$ cat src/rtl/pa_cmd_scheduler.sv
// PA serial command channel scheduler: three one-entry request slots, fixed priority,
// a single command in flight with reply timeout, bounded retry and an enforced idle gap.

module pa_cmd_slot #(
  parameter int W = 32
) (
  input  logic         clk,
  input  logic         rst_n,
  input  logic         vld,
  input  logic         clr,
  input  logic [W-1:0] din,
  output logic         full,
  output logic [W-1:0] dout
);
  always_ff @(posedge clk or negedge rst_n)
    if (!rst_n) begin
      full <= 1'b0;
      dout <= '0;
    end else if (clr) begin
      full <= 1'b0;
    end else if (vld && !full) begin
      full <= 1'b1;
      dout <= din;
    end
endmodule

module pa_cmd_scheduler #(
  parameter int RSP_TIMEOUT = 500000,
  parameter int GAP_CYCLES  = 5000,
  parameter int MAX_RETRY   = 2
) (
  input  logic         clk,
  input  logic         rst_n,
  input  logic [2:0]   req_vld,
  input  logic [95:0]  req_data,
  output logic [2:0]   req_rdy,
  output logic [2:0]   resp_vld,
  output logic [2:0]   resp_err,
  output logic [39:0]  resp_data,
  output logic         send_en,
  output logic [31:0]  send_data,
  input  logic         recirve_vld,
  input  logic [39:0]  recieve_data,
  output logic         busy,
  output logic [7:0]   stray_cnt
);
  localparam int NUM_REQ = 3;
  localparam int CMD_W   = 32;
  localparam int RSP_W   = 40;
  localparam int OW      = 2;
  localparam int TW      = (RSP_TIMEOUT > 1) ? $clog2(RSP_TIMEOUT) : 1;
  localparam int GW      = (GAP_CYCLES > 1) ? $clog2(GAP_CYCLES) : 1;
  localparam int RW      = (MAX_RETRY > 0) ? $clog2(MAX_RETRY + 1) : 1;
  localparam logic [TW-1:0] T_LAST = TW'(RSP_TIMEOUT - 1);
  localparam logic [GW-1:0] G_LAST = GW'(GAP_CYCLES - 1);
  localparam logic [RW-1:0] R_MAX  = RW'(MAX_RETRY);

  typedef enum logic [1:0] {IDLE, SEND, WAIT, GAP} state_t;

  typedef struct packed {
    logic [NUM_REQ-1:0] vld;
    logic [NUM_REQ-1:0] err;
    logic [RSP_W-1:0]   data;
  } resp_t;

  state_t                         state, state_nxt;
  logic [OW-1:0]                  owner, pick;
  logic                           any_full;
  logic [NUM_REQ-1:0]             full, own_oh, clr;
  logic [NUM_REQ-1:0][CMD_W-1:0]  slot;
  logic [TW-1:0]                  tcnt;
  logic [GW-1:0]                  gcnt;
  logic [RW-1:0]                  retry;
  logic                           retry_pend;
  logic                           done, err, do_retry;
  resp_t                          rsp;

  genvar i;
  generate
    for (i = 0; i < NUM_REQ; i++) begin : g_slot
      pa_cmd_slot #(.W(CMD_W)) u_slot (
        .clk  (clk),
        .rst_n(rst_n),
        .vld  (req_vld[i]),
        .clr  (clr[i]),
        .din  (req_data[CMD_W*i +: CMD_W]),
        .full (full[i]),
        .dout (slot[i])
      );
    end
  endgenerate

  assign req_rdy = ~full;

  // lowest index wins: scan from the top so the last hit is the highest priority
  always_comb begin
    pick     = '0;
    any_full = 1'b0;
    for (int k = NUM_REQ - 1; k >= 0; k--)
      if (full[k]) begin
        pick     = OW'(k);
        any_full = 1'b1;
      end
  end

  always_comb begin
    own_oh        = '0;
    own_oh[owner] = 1'b1;
  end

  assign clr = done ? own_oh : '0;

  always_comb begin
    state_nxt = state;
    done      = 1'b0;
    err       = 1'b0;
    do_retry  = 1'b0;
    case (state)
      IDLE: if (any_full) state_nxt = SEND;
      SEND: state_nxt = WAIT;
      WAIT:
        if (recirve_vld) begin
          done      = 1'b1;
          state_nxt = GAP;
        end else if (tcnt == T_LAST) begin
          state_nxt = GAP;
          if (retry < R_MAX) do_retry = 1'b1;
          else begin
            done = 1'b1;
            err  = 1'b1;
          end
        end
      GAP:  if (gcnt == G_LAST) state_nxt = retry_pend ? SEND : IDLE;
      default: state_nxt = IDLE;
    endcase
  end

  always_ff @(posedge clk or negedge rst_n)
    if (!rst_n) begin
      state      <= IDLE;
      owner      <= '0;
      retry      <= '0;
      retry_pend <= 1'b0;
      tcnt       <= '0;
      gcnt       <= '0;
      send_en    <= 1'b0;
      send_data  <= '0;
      rsp        <= '0;
      stray_cnt  <= '0;
    end else begin
      state   <= state_nxt;
      send_en <= (state_nxt == SEND);
      tcnt    <= (state == WAIT) ? tcnt + 1'b1 : '0;
      gcnt    <= (state == GAP)  ? gcnt + 1'b1 : '0;
      // send_data is captured on arbitration so it is valid during the strobe;
      // a retry re-sends the unchanged slot, so it simply holds
      if (state == IDLE && any_full) begin
        owner     <= pick;
        retry     <= '0;
        send_data <= slot[pick];
      end
      if (do_retry) begin
        retry      <= retry + 1'b1;
        retry_pend <= 1'b1;
      end
      if (state == SEND) retry_pend <= 1'b0;
      rsp.vld <= clr;
      rsp.err <= err ? own_oh : '0;
      if (done) rsp.data <= err ? '0 : recieve_data;
      if (recirve_vld && state != WAIT && stray_cnt != 8'hFF)
        stray_cnt <= stray_cnt + 1'b1;
    end

  assign resp_vld  = rsp.vld;
  assign resp_err  = rsp.err;
  assign resp_data = rsp.data;
  assign busy      = (state != IDLE);

endmodule

$ cat config.mk
export PLATFORM = sky130hd
export DESIGN_NAME = pa_cmd_scheduler
export DESIGN_NICKNAME = d
export VERILOG_FILES = /design/src/rtl/pa_cmd_scheduler.sv
export SDC_FILE = /design/constraint.sdc
export NUM_CORES = 1
export LEC_CHECK = 0
export ABC_AREA = 1
export CAP_MARGIN = 40
export CORE_MARGIN = 10
export CORE_UTILIZATION = 35
export CTS_CLUSTER_SIZE = 30
export DETAILED_ROUTE_END_ITERATION = 10
export MAX_ROUTING_LAYER = met4
export SYNTH_ARGS = -nofsm -noshare
export SYNTH_HDL_FRONTEND = slang
export SYNTH_HIERARCHICAL = 1
export SYNTH_SLANG_ARGS = --single-unit
$ cat constraint.sdc
create_clock -name clk -period 2.9 [get_ports clk]
set_clock_uncertainty 0.1 [all_clocks]
set_input_delay 0.58 -clock clk [delete_from_list [all_inputs] [get_ports clk]]
set_output_delay 0.58 -clock clk [all_outputs]
set_load 0.01 [all_outputs]
==> impl_results.md <==
- Die span in y: 190 um
- Library cell used as clock root buffer: sky130_fd_sc_hd__clkbuf_16
- Wire length of the first global-routing pass: roughly 50000 um
- Maximum number of pins on one net before global-route repair: 68
- Core Region: approximately 29000 um2
- Portion of total power attributed to sequential cells: 0.432
- Worst slack after detailed placement: -119 ps
- Most instantiated cells after synthesis: sky130_fd_sc_hd__nand2_1, sky130_fd_sc_hd__dfrtp_1, sky130_fd_sc_hd__nand3_1, sky130_fd_sc_hd__nor2_1, sky130_fd_sc_hd__a21oi_1
- Synth area leaders: sky130_fd_sc_hd__dfrtp_1, sky130_fd_sc_hd__nand2_1, sky130_fd_sc_hd__nand3_1
- Max-cap violation count: 0
- Detail-routed via count per cell: about 4.8
- Maximum clock frequency: around 0.39 GHz
- Number of routed nets with antenna violations: 0
- Logic gate share of total power: 0.205
- Net count after synthesis: ~1400
- Die area: about 36000 um2
- CTS tree: yes
- Pre-Repair DR Iteration Count: 6
- Part of the power in the clock network: 0.362
- Maximum level of the CTS H-tree: 1
- Total power draw: a little over 9000 uW
- Shortest clock period the worst path allows after layout: between 2000 and 3000 ps
- Antenna violations before repair: 0
- Final Net Count: between 1500 and 2000
- Type of the worst setup path: reg -> reg
- Final estimated routing congestion in global placement: approximately 0.90
- Count of cell types in the netlist: 26
- Async set-reset flop share out of synthesis: 1.00
- Power spent charging and discharging nets: roughly 2600 uW
- Average wire length per cell after detail routing: around 16 um
- Clk buf depth: 3
- DRC violation count after routing: 0
- Io pins: ~230
- Final antenna diode count: 0
- Final hold viol count: 0
- Via count of the first global-routing pass: 9053
- Total number of placement rows: 62
- Filler instances: around 2800
- TritonCTS Buffers: 26
- Number of flops mapped to enable cells by yosys: 0
- Sequential-to-total area share from yosys stat: 0.554
- Summed area of non-filler cells in the final layout: ~14000 um2
- Run status: complete, no violations
- Startpoint class of the critical path: flip-flop
- #FFs+latches synth: ~230
- Biggest area consumer among synthesized cells: sky130_fd_sc_hd__dfrtp_1
- Predominant post-synthesis flop cell: sky130_fd_sc_hd__dfrtp_1
- Largest fanout of any net on the critical path: 33
- Sw Ratio: 0.277
- Rel. slew slack: 0.448
- Area growth from synthesis to final layout: 34.9%
- Internal power summed over all cells: about 6700 uW
- Number of DRC markers after the initial detailed-route iteration: 590
- Setup WS post-layout: between 300 and 400 ps
- Clock slew at the register clock pins of the worst setup and hold paths: approximately 60 ps
- Post-synthesis cell area: 10200 um2
- Chip Width: ~190 um
- Syn avg cell area: ~8.4 um2
- Grt total ovfl: 0
- Gate count after technology mapping: 1208
- Period Utilization, post-route: 0.890
- Placed Area: about 13000 um2
- Element type at the critical path end: flip-flop
- Transition time at the pin with the least slew margin: just over 800 ps
- Number of endpoints failing setup at the final stage: 0
- Clock sinks: roughly 230
- Total half-perimeter wirelength after legalization and detailed placement: around 22000 um
- Power density cells: between 600 and 700 nW/um2
- Fraction of layout cells with a size suffix above 1: 0.0658
- Number of slew-limit violations in the final report: 0
- GRT Total Usage: 0.170
- Wire length reported by the detailed router: between 30000 and 40000 um
- Hold Crit Class: reg -> reg
- Most frequent cell after synthesis: sky130_fd_sc_hd__nand2_1
- Top cell type's share of synthesized area: 0.554
- Required time of the critical path: 3210 ps
- RSZ-0062 raised after global routing: false
- Synth warnings: 6
- Number of buffer cells added on primary ports: between 200 and 250
- Worst skew pair latency: around 540 ps
- Number of vias in the routed layout: 8730
- Worst vdd rail ir drop: about 330 uV
- Initial Util: 0.354
- Leakage: ~0.0066 uW
- Crit path arrival time: a little under 3000 ps
## per-stage QoR
stage / setup TNS (ps) / utilization / std cells / hold WS, ps
after floorplan: 0 / - / 1208 / 184
after global placement: -1450 / 0.446 / 1781 / 353
after detailed placement: -3090 / 0.446 / 1781 / 358
after CTS: 0 / 0.477 / 1828 / 372
after global routing: 0 / 0.478 / 1828 / 388
final: 0 / 0.478 / 1828 / 368
## worst paths after layout
path,depth (start not counted),slack (ps),from,to
setup / recovery,11,320,tcnt[0],g_slot[0].u_slot/dout[16]
hold / removal,2,370,g_slot[0].u_slot/dout[4],g_slot[0].u_slot/dout[4]
setup reg to reg,11,320,tcnt[0],g_slot[0].u_slot/dout[16]
hold reg to reg,2,370,g_slot[0].u_slot/dout[4],g_slot[0].u_slot/dout[4]
max in group asynchronous,3,1390,rst_n,resp_data[7]
min in group asynchronous,2,490,rst_n,gcnt[0]
## worst max-delay path, cell delays in order (launching register included)
cell and delay [ps]:
sky130_fd_sc_hd__dfrtp_1 440, sky130_fd_sc_hd__ha_1 270, sky130_fd_sc_hd__nand2_2 110, sky130_fd_sc_hd__nor2_4 50, sky130_fd_sc_hd__nand3_2 70, sky130_fd_sc_hd__nor2_4 50, sky130_fd_sc_hd__nand3_4 90, sky130_fd_sc_hd__a21oi_2 110
sky130_fd_sc_hd__nor2_4 570, sky130_fd_sc_hd__nand2_4 360, sky130_fd_sc_hd__nand2_1 160, sky130_fd_sc_hd__nand2_1 60
## final cells by class
type	instances	area, um2	share of cell area
clock inverter	5	75.1	0.00548
inverter	75	282	0.0205
sequential	225	5630	0.411
tap	384	480	0.0350
clock buffer	41	818	0.0597
multi-input combinational	844	3870	0.282
timing repair buffer	254	2560	0.187
## metal layers
layer,vias to the layer above,track usage,wire length (um)
met5,-,-,0
met4,0,0.0336,529
met3,45,0.0327,1910
met2,238,0.256,13300
met1,4134,0.233,14400
li1,4313,-,-
## flip-flops by register name, summed over array words and instances (netlist names), 2 cells and up
signal and cells:
g_slot.u_slot/dout 96, resp_data 40, send_data 32, tcnt 19
gcnt 13, stray_cnt 8, g_slot.u_slot/full 3, resp_err 3
resp_vld 3, owner 2, retry 2, state 2
## repair_timing
action / CTS / global route
hold buffers: 1 / 0
endpoints found under the setup margin: 0 / 32
hold endpoints to repair: 63 / 0
resized for setup: 0 / 1
buffers inserted: 0 / 0
## layout by cell type, fill, tap and decap left out
master and instances:
sky130_fd_sc_hd__nand2_1 406, sky130_fd_sc_hd__dlygate4sd3_1 1, sky130_fd_sc_hd__clkinv_2 3, sky130_fd_sc_hd__o211ai_1 27
sky130_fd_sc_hd__a21oi_2 3, sky130_fd_sc_hd__clkbuf_1 5, sky130_fd_sc_hd__bufinv_16 2, sky130_fd_sc_hd__nand2_2 7
sky130_fd_sc_hd__nor2_1 101, sky130_fd_sc_hd__clkbuf_16 27, sky130_fd_sc_hd__clkdlybuf4s50_1 231, sky130_fd_sc_hd__buf_8 1
sky130_fd_sc_hd__o21ai_0 17, sky130_fd_sc_hd__buf_12 5, sky130_fd_sc_hd__buf_4 16, sky130_fd_sc_hd__inv_1 69
sky130_fd_sc_hd__clkbuf_8 9, sky130_fd_sc_hd__nand3_2 1, sky130_fd_sc_hd__inv_2 6, sky130_fd_sc_hd__dfrtp_1 225
sky130_fd_sc_hd__nor2_4 7, sky130_fd_sc_hd__nand3_1 158, sky130_fd_sc_hd__ha_1 3, sky130_fd_sc_hd__xnor2_1 5
sky130_fd_sc_hd__nor3_1 7, sky130_fd_sc_hd__nor3_2 3, sky130_fd_sc_hd__a21oi_4 1, sky130_fd_sc_hd__nand3_4 1
sky130_fd_sc_hd__xor2_1 12, sky130_fd_sc_hd__nor2_2 2, sky130_fd_sc_hd__nand4_1 5, sky130_fd_sc_hd__a21oi_1 77
sky130_fd_sc_hd__nand2_4 1
## kinds of logic (layout without fill, tap and decap cells)
group / after synthesis / count (layout) / share of synthesized area
fa+ha+maj: 3 / 3 / 0.00369
flops: 225 / 225 / 0.554
simple gates: 699 / 699 / 0.290
xor+xnor: 17 / 17 / 0.0146
buf+inv: 139 / 375 / 0.0681
compound gates: 125 / 125 / 0.0693
## power by group through the flow
stage | Sequential, uW | Clock [uW] | Combinational, uW
after floorplan | 4110 | 0 | 840
final | 4020 | 3370 | 1910
after CTS | 4030 | 3470 | 1940
after global placement | 4070 | 0 | 1900
after detailed placement | 4080 | 0 | 1930
after global routing | 4110 | 3590 | 2170
Power figures use the tool's default switching activity.
